**config.mk**
```make
export PLATFORM = sky130hd
export DESIGN_NAME = imem_loader
export DESIGN_NICKNAME = d
export VERILOG_FILES = /design/src/rtl/imem_loader.sv
export SDC_FILE = /design/constraint.sdc
export NUM_CORES = 1
export LEC_CHECK = 0
export ABC_AREA = 1
export BUFFER_PORTS_ARGS = -buffer_cell sky130_fd_sc_hd__buf_2
export CAP_MARGIN = 20
export CORE_AREA = 2 2 141 143
export DETAILED_ROUTE_END_ITERATION = 8
export DIE_AREA = 0 0 143 145
export PLACE_DENSITY = 0.43
export SLEW_MARGIN = 20
export SYNTH_ARGS = -nofsm -noshare
export SYNTH_HDL_FRONTEND = slang
export SYNTH_SLANG_ARGS = --single-unit
```
**constraint.sdc**
```tcl
create_clock -name clock -period 4.5 [get_ports clock]
set_clock_uncertainty 0.1 [all_clocks]
set_input_delay 0.9 -clock clock [delete_from_list [all_inputs] [get_ports clock]]
set_output_delay 0.9 -clock clock [all_outputs]
set_load 0.01 [all_outputs]
```
**src/rtl/imem_loader.sv**
```systemverilog
// Boot loader: assembles a length-prefixed, checksummed little-endian byte stream
// into 32-bit words, writes them to instruction memory and then releases the core.
module imem_loader #(
    parameter int ADDR_WIDTH = 8  // must not exceed 15: the 16-bit word count is narrowed to ADDR_WIDTH+1 bits
) (
    input  logic                  clock,
    input  logic                  reset,
    input  logic [7:0]            rx_data,
    input  logic                  rx_valid,
    output logic                  rx_ready,
    output logic                  imem_we,
    output logic [ADDR_WIDTH-1:0] imem_addr,
    output logic [31:0]           imem_wdata,
    output logic                  core_reset,
    output logic                  load_done,
    output logic                  load_error
);

    typedef enum logic [2:0] {
        HDR0 = 3'd0,
        HDR1 = 3'd1,
        DATA = 3'd2,
        CHK  = 3'd3,
        DONE = 3'd4,
        ERR  = 3'd5
    } state_t;

    localparam logic [16:0] CAPACITY = 17'(2 ** ADDR_WIDTH);

    function automatic logic [7:0] csum_add(input logic [7:0] acc, input logic [7:0] data);
        return acc + data;
    endfunction

    state_t              state_r;
    logic [7:0]          n_lo_r;
    logic [ADDR_WIDTH:0] count_r;
    logic [ADDR_WIDTH:0] word_idx_r;
    logic [1:0]          byte_idx_r;
    logic [23:0]         shift_r;
    logic [7:0]          sum_r;

    logic                accept_s;
    logic [15:0]         n_s;
    logic [7:0]          sum_next_s;
    logic [ADDR_WIDTH:0] word_next_s;

    // Byte handshake, decoded header and running checksum/word index
    always_comb begin
        accept_s    = rx_valid & rx_ready;
        n_s         = {rx_data, n_lo_r};
        sum_next_s  = csum_add(sum_r, rx_data);
        word_next_s = word_idx_r + (ADDR_WIDTH + 1)'(1);
    end

    // Load sequencer with registered handshake, memory-write and core-control outputs
    always_ff @(posedge clock) begin
        if (reset) begin
            state_r    <= HDR0;
            n_lo_r     <= 8'h00;
            count_r    <= '0;
            word_idx_r <= '0;
            byte_idx_r <= 2'd0;
            shift_r    <= 24'h000000;
            sum_r      <= 8'h00;
            rx_ready   <= 1'b1;
            imem_we    <= 1'b0;
            imem_addr  <= '0;
            imem_wdata <= 32'h00000000;
            core_reset <= 1'b1;
            load_done  <= 1'b0;
            load_error <= 1'b0;
        end else begin
            imem_we <= 1'b0;
            if (accept_s) begin
                sum_r <= sum_next_s;
                case (state_r)
                    HDR0: begin
                        n_lo_r  <= rx_data;
                        state_r <= HDR1;
                    end
                    HDR1: begin
                        if ({1'b0, n_s} > CAPACITY) begin
                            state_r    <= ERR;
                            rx_ready   <= 1'b0;
                            load_error <= 1'b1;
                        end else if (n_s == 16'h0000) begin
                            state_r <= CHK;
                        end else begin
                            count_r <= n_s[ADDR_WIDTH:0];
                            state_r <= DATA;
                        end
                    end
                    DATA: begin
                        shift_r    <= {rx_data, shift_r[23:8]};
                        byte_idx_r <= byte_idx_r + 2'd1;
                        if (byte_idx_r == 2'd3) begin
                            imem_we    <= 1'b1;
                            imem_addr  <= word_idx_r[ADDR_WIDTH-1:0];
                            imem_wdata <= {rx_data, shift_r};
                            word_idx_r <= word_next_s;
                            // index is one bit wider so a full-capacity image ends here, not at wrap
                            if (word_next_s == count_r) begin
                                state_r <= CHK;
                            end
                        end
                    end
                    CHK: begin
                        rx_ready <= 1'b0;
                        if (sum_next_s == 8'h00) begin
                            state_r    <= DONE;
                            core_reset <= 1'b0;
                            load_done  <= 1'b1;
                        end else begin
                            state_r    <= ERR;
                            load_error <= 1'b1;
                        end
                    end
                    DONE: state_r <= DONE;
                    ERR:  state_r <= ERR;
                    default: begin
                        state_r    <= ERR;
                        rx_ready   <= 1'b0;
                        load_error <= 1'b1;
                    end
                endcase
            end
        end
    end

endmodule

```
=== Yosys cells after proc, flatten, opt, wreduce, memory -nomap -nowiden ===
Index checks and enable logic that the tools add are counted.

* Flip-flop bits (word level): 108
* Latch bits: 0
* Bits in writable memories: 0
* Memory bits (read-only): 0
* Input port bits: 11
* Output and inout port bits: 45
* Logic and storage cells: 60
* Memories: 0

* $add $sub $neg: 3
* $mul: 0
* Div/mod/pow operators: 0
* Magnitude comparators: 1
* Eq/ne operators: 11
* Shift-type cells: 0
* Mux-type cells: 12
* Bitwise logic cells: 6
* Reductions and logical operators: 13

{| class="wikitable"
|+ Operators by type and width
! operator !! number
|-
| $gt A16 B9 Y1 const B || 1
|-
| $logic_not A16 Y1 || 1
|-
| $pmux W3 S5 || 1
|-
| $reduce_and A3 Y1 || 4
|-
| $add A9 B1 Y9 const B || 1
|-
| $eq A9 B9 Y1 || 1
|-
| $mux W3 || 3
|-
| $add A8 B8 Y8 || 1
|-
| $logic_not A8 Y1 || 1
|-
| $ne A2 B2 Y1 const B || 4
|-
| $reduce_and A4 Y1 || 2
|-
| $eq A3 B2 Y1 const B || 2
|-
| $eq A3 B3 Y1 const B || 2
|-
| $mux W1 || 6
|-
| $not A1 Y1 || 5
|-
| $reduce_and A2 Y1 || 2
|-
| $reduce_or A4 Y1 || 1
|-
| $eq A3 B1 Y1 const B || 1
|-
| $logic_not A3 Y1 || 1
|-
| $pmux W1 S3 || 1
|-
| $reduce_or A3 Y1 || 1
|-
| $add A2 B1 Y2 const B || 1
|-
| $eq A2 B2 Y1 const B || 1
|-
| $pmux W1 S2 || 1
|-
| $and A1 B1 Y1 || 1
|}

=== Depth between registers and ports, before layout ===
Gate-level depths: netlist (run 1).

* Depth after elaboration: 5
* Mapped depth: 15
* Depth with buffers taken out: 15

=== Least setup slack after synthesis (run 1) ===
No wires, ideal clock.

* Path kind: input-to-reg
* Start point: input rx_data[0]
* End point: register state_r[0]
* Arrival time: 2,328 ps
* Required time: 4,285 ps
* Path slack: 1,957 ps
* Stages on the path: 12
* Path buffers: 0
* Cells stage by stage: ha_1 > fa_1 > xnor2_1 > nand2_1 > nor2_1 > nand3_1 > nor2_1 > nand3_1 > nand2_1 > nand3_1 > nand2_1 > nor2_1

* Cells in the longest elaborated chain, start to end: 4
* Elaborated cells on any way between the ends: 8

{| class="wikitable"
|+ RTL lines
! item !! line !! RTL
|-
| start, declared || 8 || <nowiki>input logic [7:0] rx_data,</nowiki>
|-
| $add A8 B8 Y8 / $logic_not A16 Y1 (equally long branches) || 31, 86 ||
|-
| $logic_not A8 Y1 / $mux W1 (equally long branches) || 109, 86 ||
|-
| $mux W1 / $mux W3 (equally long branches) || 109, 82 ||
|-
| $pmux W3 S5 (*) || 76 || <nowiki>case (state_r)</nowiki>
|-
| end signal, assigned || 79 || <nowiki>state_r <= HDR1;</nowiki>
|-
| end signal, assigned || 110 || <nowiki>state_r <= DONE;</nowiki>
|-
| end signal, assigned || 114 || <nowiki>state_r <= ERR;</nowiki>
|-
| end, declared || 34 || <nowiki>state_t state_r;</nowiki>
|}

Every way passes the cells marked *; elsewhere a longest branch is shown, timed or not.
A chain may end at the register's enable or synchronous reset.

=== Worst setup path in the final report (run 1) ===
* Start point: input rx_valid
* End point: register n_lo_r[7]

* Cells in the longest elaborated chain, start to end: 2

{| class="wikitable"
|+ RTL lines
! item !! line !! RTL
|-
| start, declared || 9 || <nowiki>input logic rx_valid,</nowiki>
|-
| $and A1 B1 Y1 || 49 || <nowiki>accept_s = rx_valid & rx_ready;</nowiki>
|-
| $reduce_and A2 Y1 (no line) || - ||
|-
| end signal, assigned || 78 || <nowiki>n_lo_r <= rx_data;</nowiki>
|-
| end, declared || 35 || <nowiki>logic [7:0] n_lo_r;</nowiki>
|}

Every way passes these cells.

==> results of run 1 <==
[path summary, 6_finish.rpt]
| kind | start | end | slack, ns | cells past startpoint |
|---|---|---|---|---|
| hold / removal | shift_r[3]$_SDFFE_PP0P_ | imem_wdata[3]$_SDFFE_PP0P_ | 0.35 | 2 |
| hold reg to reg | shift_r[3]$_SDFFE_PP0P_ | imem_wdata[3]$_SDFFE_PP0P_ | 0.35 | 2 |
| setup reg to reg | rx_ready$_SDFFE_PP1P_ | n_lo_r[7]$_SDFFE_PP0P_ | 2.22 | 5 |
| setup / recovery | rx_valid | n_lo_r[7]$_SDFFE_PP0P_ | 1.97 | 6 |
[area by class of cell]
| cell class | count | area [µm²] |
|---|---|---|
| clock buffers | 10 | 239 |
| multi-input cells | 386 | 2150 |
| fillers | 2084 | 13700 |
| flip-flops and latches | 108 | 2160 |
| repair buffers | 58 | 298 |
| inverters | 77 | 290 |
| clock inverters | 6 | 71.3 |
| well taps | 265 | 332 |
[power breakdown]
part	switching, mW	internal [mW]
registers	0.0206	0.990
logic	0.142	0.0679
clock network	0.376	0.453
total	0.538	1.51
[cell usage after synthesis (8+ instances only)]
master	count
a211oi_1	8
a21oi_1	62
buf_2	9
clkbuf_1	14
dfxtp_1	108
ha_1	9
inv_1	60
inv_2	15
nand2_1	79
nand2_2	9
nand3_1	49
nor2_1	45
o21ai_0	61
o21ai_2	21
[logic make-up after synthesis]
logic type      Yosys count  synth area share, %
flops                   108                 45.5
buf+inv                 106                 9.32
simple gates            208                 21.5
fa+ha+maj                10                 2.79
xor+xnor                  3                0.553
compound gates          165                 20.3
[critical path, delay by kind of cell]
kind,cells,cell delay (ns)
AO/OA/AOI/OAI,2,0.43
AND/OR/NAND/NOR,2,0.69
buffers and inverters,2,0.63
[state kept, by name (all words and copies together) (netlist names), 3 cells and up]
register / cells
imem_wdata: 32
shift_r: 24
count_r: 9
word_idx_r: 9
imem_addr: 8
n_lo_r: 8
sum_r: 8
state_r: 3
[metal layers]
| layer | track usage [%] | wire length [µm] | vias to the layer above |
|---|---|---|---|
| li1 | - | - | 2065 |
| met1 | 16.6 | 5970 | 1776 |
| met2 | 16.7 | 4910 | 73 |
| met3 | 2.44 | 458 | 13 |
| met4 | 4.90 | 221 | 0 |
| met5 | 0 | 0 | - |
[stage by stage]
stage	hold WS [ns]	std cells	setup slack [ns]
floorplan	0.320	600	1.96
global placement	0.338	894	1.65
detailed placement	0.339	894	1.63
CTS	0.354	910	1.99
global route	0.368	910	1.71
finish	0.351	910	1.97
==> flow_summary.yaml, run 1 <==
run_status:
  status: "complete, no violations"
flow_run:
  cap_violations: 0
floorplan:
  num_io_pins: 56
  die_area_um2: 20700
  dieWidth_um: 143
  start_util_pct: 24.7
  rows: 51
  die_h_um: 145
  core_um2: 19200
timing:
  final-hold-violation-count: 0
  finalMaxSlewViolations: 0
  rsz0062_at_grt: "false"
  slew_headroom_pct: 53.5
  fin_setup_tns_ns: 0
  fmax_mhz: 396
  min_period_ns: 2.53
  fin_crit_sh_pct: 56.2
  setup_viol: 0
  worst_slew_pin_slew_ns: 0.696
layout:
  drive_above_1_share_pct: 22.0
  fin_area_um2: 5540
  antenna_cells: 0
  area_growth_pct: 16.6
  fin_nets: 661
  utilization_pct: 28.8
  final_common_cell: "dfxtp_1"
  layout_common_cells: "dfxtp_1, nand2_1, a21oi_1"
logic_synthesis:
  synth_top_area_share_pct: 45.5
  synthArstFlopShare_pct: 0
  synth_edf_count: 0
  synthFlopType: "dfxtp_1"
  ys_types: 39
  synth_area_leaders: "dfxtp_1, a21oi_1, o21ai_0, nand2_1, nand3_1"
  avgSynthCellArea_um2: 7.92
  synth_top_cell_by_area: "dfxtp_1"
  netlist_area_um2: 4750
  ys.warnings.count: 0
  ys_ff_latch: 108
  netlist_instances: 600
  seq_area_frac_synth_pct: 45.5
  syn_nets: 621
setup_path:
  cp-start-kind: "input port"
  worstPathCellList: "buf_2 > nand2_1 > inv_1 > nand3_1 > o21ai_0 > a21oi_1"
  cp_data_arrival_time_ns: 2.65
  end_kind: "flip-flop"
  required_ns: 4.63
  critPathMaxStageDelay_ns: 0.55
  cp_max_fo: 20
  slowest_stage: "nand3_1"
  criticalPathCategory: "input port to flip-flop"
clocking:
  cts_max_path_buffers: 2
  root_buffer: "clkbuf_16"
  ctsResizeCount: 0
  cts_tree: "built"
  cts_made_buffers: 9
  cts_sinks: 108
  clk_pin_slew_worst_paths_ns: 0.07
  clk_latency_ns: 0.36
  post_cts_buffers: 0
  holdBufCountCts: 0
  htree_levels: 3
drt:
  initialDrtViolationCount: 306
  detail_route.wirelength_um: 11600
  dr.pass1.iters: 5
  num_vias: 3927
  ant_nets: 0
  route.detailed.drc: 0
  avgViaCountPerCell: 4.32
  wl_per_cell_um: 12.7
global_routing:
  antenna_found_initial: 0
  grt_pass1_wl_um: 19100
  grt_usage_pct: 11.6
  grt_max_degree: 48
  grt_pass1_vias: 3760
  overflow: 0
place:
  place_congestion: 0.810
  hpwl_um: 8200
  place_area_um2: 5230
  portBuffers: 55
power:
  p_leak_nw: 2.36
  ir_drop_mv: 0.169
  power_density_nw_per_um2: 370
  p_total_mw: 2.05
hold_path:
  hp-class: "flip-flop to flip-flop"
(Power assumes the default switching activity.)
==> inputs of run 2 (changes only) <==
--- a/config.mk
+++ b/config.mk
@@ -11,7 +11,7 @@
 export CORE_AREA = 2 2 141 143
 export DETAILED_ROUTE_END_ITERATION = 8
 export DIE_AREA = 0 0 143 145
-export PLACE_DENSITY = 0.43
+export PLACE_DENSITY = 0.45
 export SLEW_MARGIN = 20
 export SYNTH_ARGS = -nofsm -noshare
 export SYNTH_HDL_FRONTEND = slang
==> constraint.sdc (replaced) <==
create_clock -name clock -period 2.2 [get_ports clock]
set_clock_uncertainty 0.1 [all_clocks]
set_input_delay 0.44 -clock clock [delete_from_list [all_inputs] [get_ports clock]]
set_output_delay 0.44 -clock clock [all_outputs]
set_load 0.01 [all_outputs]
==> run 2 against run 1 <==
- utilization rose by 0.39 points
- hold slack got worse by 0.099 ns
- sequential share of layout area fell by 0.52 points
- first-iteration DRC count fell by 5.2%
- critical path type is now flip-flop to flip-flop
==> flow_summary.yaml, run 2 (synthesized netlist as in run 1, its figures left out) <==
run_status:
  status: "complete, no violations"
clocking:
  post_cts_buffers: 0
  htree_levels: 3
  cts_made_buffers: 9
  clk_latency_ns: 0.35
  clk_pin_slew_worst_paths_ns: 0.07
  root_buffer: "clkbuf_16"
  cts_sinks: 108
  cts_tree: "built"
  cts_max_path_buffers: 2
timing:
  finalMaxSlewViolations: 0
  fin_ws_ns: 0.159
  setup_viol: 0
  fin_setup_tns_ns: 0
  fmax_mhz: 490
  final-hold-violation-count: 0
  slew_headroom_pct: 60.5
  fin_crit_sh_pct: 92.8
  rsz0062_at_grt: "false"
  min_period_ns: 2.04
  worst_slew_pin_slew_ns: 0.592
setup_path:
  rr_worst_depth: 12
  cp_max_fo: 2
  cp_data_arrival_time_ns: 2.19
  required_ns: 2.35
  end_kind: "flip-flop"
  criticalPathCategory: "flip-flop to flip-flop"
  cp-start-kind: "flip-flop"
place:
  dp_cells: 906
  place_area_um2: 5330
  pre_cts_ws_ns: -0.203
  hpwl_um: 8130
  place_congestion: 0.841
  portBuffers: 55
flow_run:
  cap_violations: 0
global_routing:
  grtUsageMet2_pct: 16.7
  grt_use_met3_pct: 4.09
  grt_usage_pct: 11.7
  grt_pass1_wl_um: 19400
  met1_usage_pct: 16.6
  antenna_found_initial: 0
  grt_max_degree: 73
  grt_pass1_vias: 3851
  grt-busiest-layer: "met2"
  overflow: 0
floorplan:
  die_area_um2: 20700
  start_util_pct: 24.7
  num_io_pins: 56
  core_um2: 19200
  dieWidth_um: 143
  rows: 51
  die_h_um: 145
layout:
  layout_common_cells: "dfxtp_1, nand2_1, a21oi_1"
  antenna_cells: 0
  fin_area_um2: 5610
  top_regs: "imem_wdata: 32 flops, shift_r: 24 flops"
  largest_reg_flops: 32
  drive_above_1_share_pct: 23.7
  fin_cells: 922
  area_growth_pct: 18.1
  fin_nets: 673
  largest_register: "imem_wdata"
  final_common_cell: "dfxtp_1"
power:
  power_density_nw_per_um2: 718
  p_total_mw: 4.03
  switchingPower_mw: 1.05
  intPower_mw: 2.98
  ir_drop_mv: 0.391
  combPwrFrac_pct: 11.2
  switching_share_pct: 26.1
  p_leak_nw: 2.41
  pwr-share-seq_pct: 51.3
  p_clk_share_pct: 37.5
hold_path:
  whs_path_depth: 2
  hp-class: "input port to flip-flop"
drt:
  route.detailed.drc: 0
  detail_route.wirelength_um: 11500
  dr.pass1.iters: 4
  wl_per_cell_um: 12.5
  ant_nets: 0
  initialDrtViolationCount: 290
  num_vias: 3941
  avgViaCountPerCell: 4.27
## run 2: cell type report
class | count | area [µm²]
inverter | 77 | 290
fill | 2084 | 13600
multi-input combinational | 386 | 2160
sequential | 108 | 2160
timing repair buffer | 70 | 400
tap | 265 | 332
clock buffer | 11 | 243
clock inverter | 5 | 27.5
## run 2: worst max-delay path, cell delays in order, from the launching register on
cell     delay [ns]
dfxtp_1        0.32
ha_1           0.21
fa_2           0.38
xnor2_2        0.19
nand2_1        0.08
nor2_1         0.09
nand3_1        0.10
nor2_2         0.13
nand3_1        0.11
nand2_1        0.08
nand3_1        0.07
nand2_1        0.06
nor2_1         0.04
## run 2: layer usage
metal	vias to the layer above	wire (µm)	part of all wire, %
met5	-	0	0
met4	0	157	1.4
met3	9	657	5.7
met2	74	4800	42
met1	1773	5870	51
li1	2085	-	-
## run 2: power groups by stage
stage          registers [mW]  logic, mW  clock network (mW)
3_5_place_dp             2.11      0.447                   0
4_1_cts                  2.07      0.449                1.58
3_3_place_gp             2.11      0.442                   0
2_1_floorplan            2.10      0.329                   0
5_1_grt                  2.08      0.516                1.67
6_report                 2.07      0.451                1.51
## run 2: repair_timing
item,4_1_cts,5_1_grt
endpoints found under the setup margin,0,2
hold buffers,0,0
gates resized for setup,0,3
## run 2: worst paths after layout
kind | start | to | slack [ns]
worst max-delay path | sum_r[0]$_SDFFE_PP0P_ | state_r[0]$_SDFFE_PP0P_ | 0.16
worst min-delay path | reset | imem_we$_SDFF_PP0_ | 0.25
worst min register to register | shift_r[2]$_SDFFE_PP0P_ | imem_wdata[2]$_SDFFE_PP0P_ | 0.35
worst max register to register | sum_r[0]$_SDFFE_PP0P_ | state_r[0]$_SDFFE_PP0P_ | 0.16
## run 2: stage by stage
step,utilization [%],hold WS (ns)
after global placement,27.8,0.337
after floorplan,-,0.320
final,29.2,0.252
after CTS,29.2,0.238
after detailed placement,27.8,0.334
after global routing,29.2,0.238
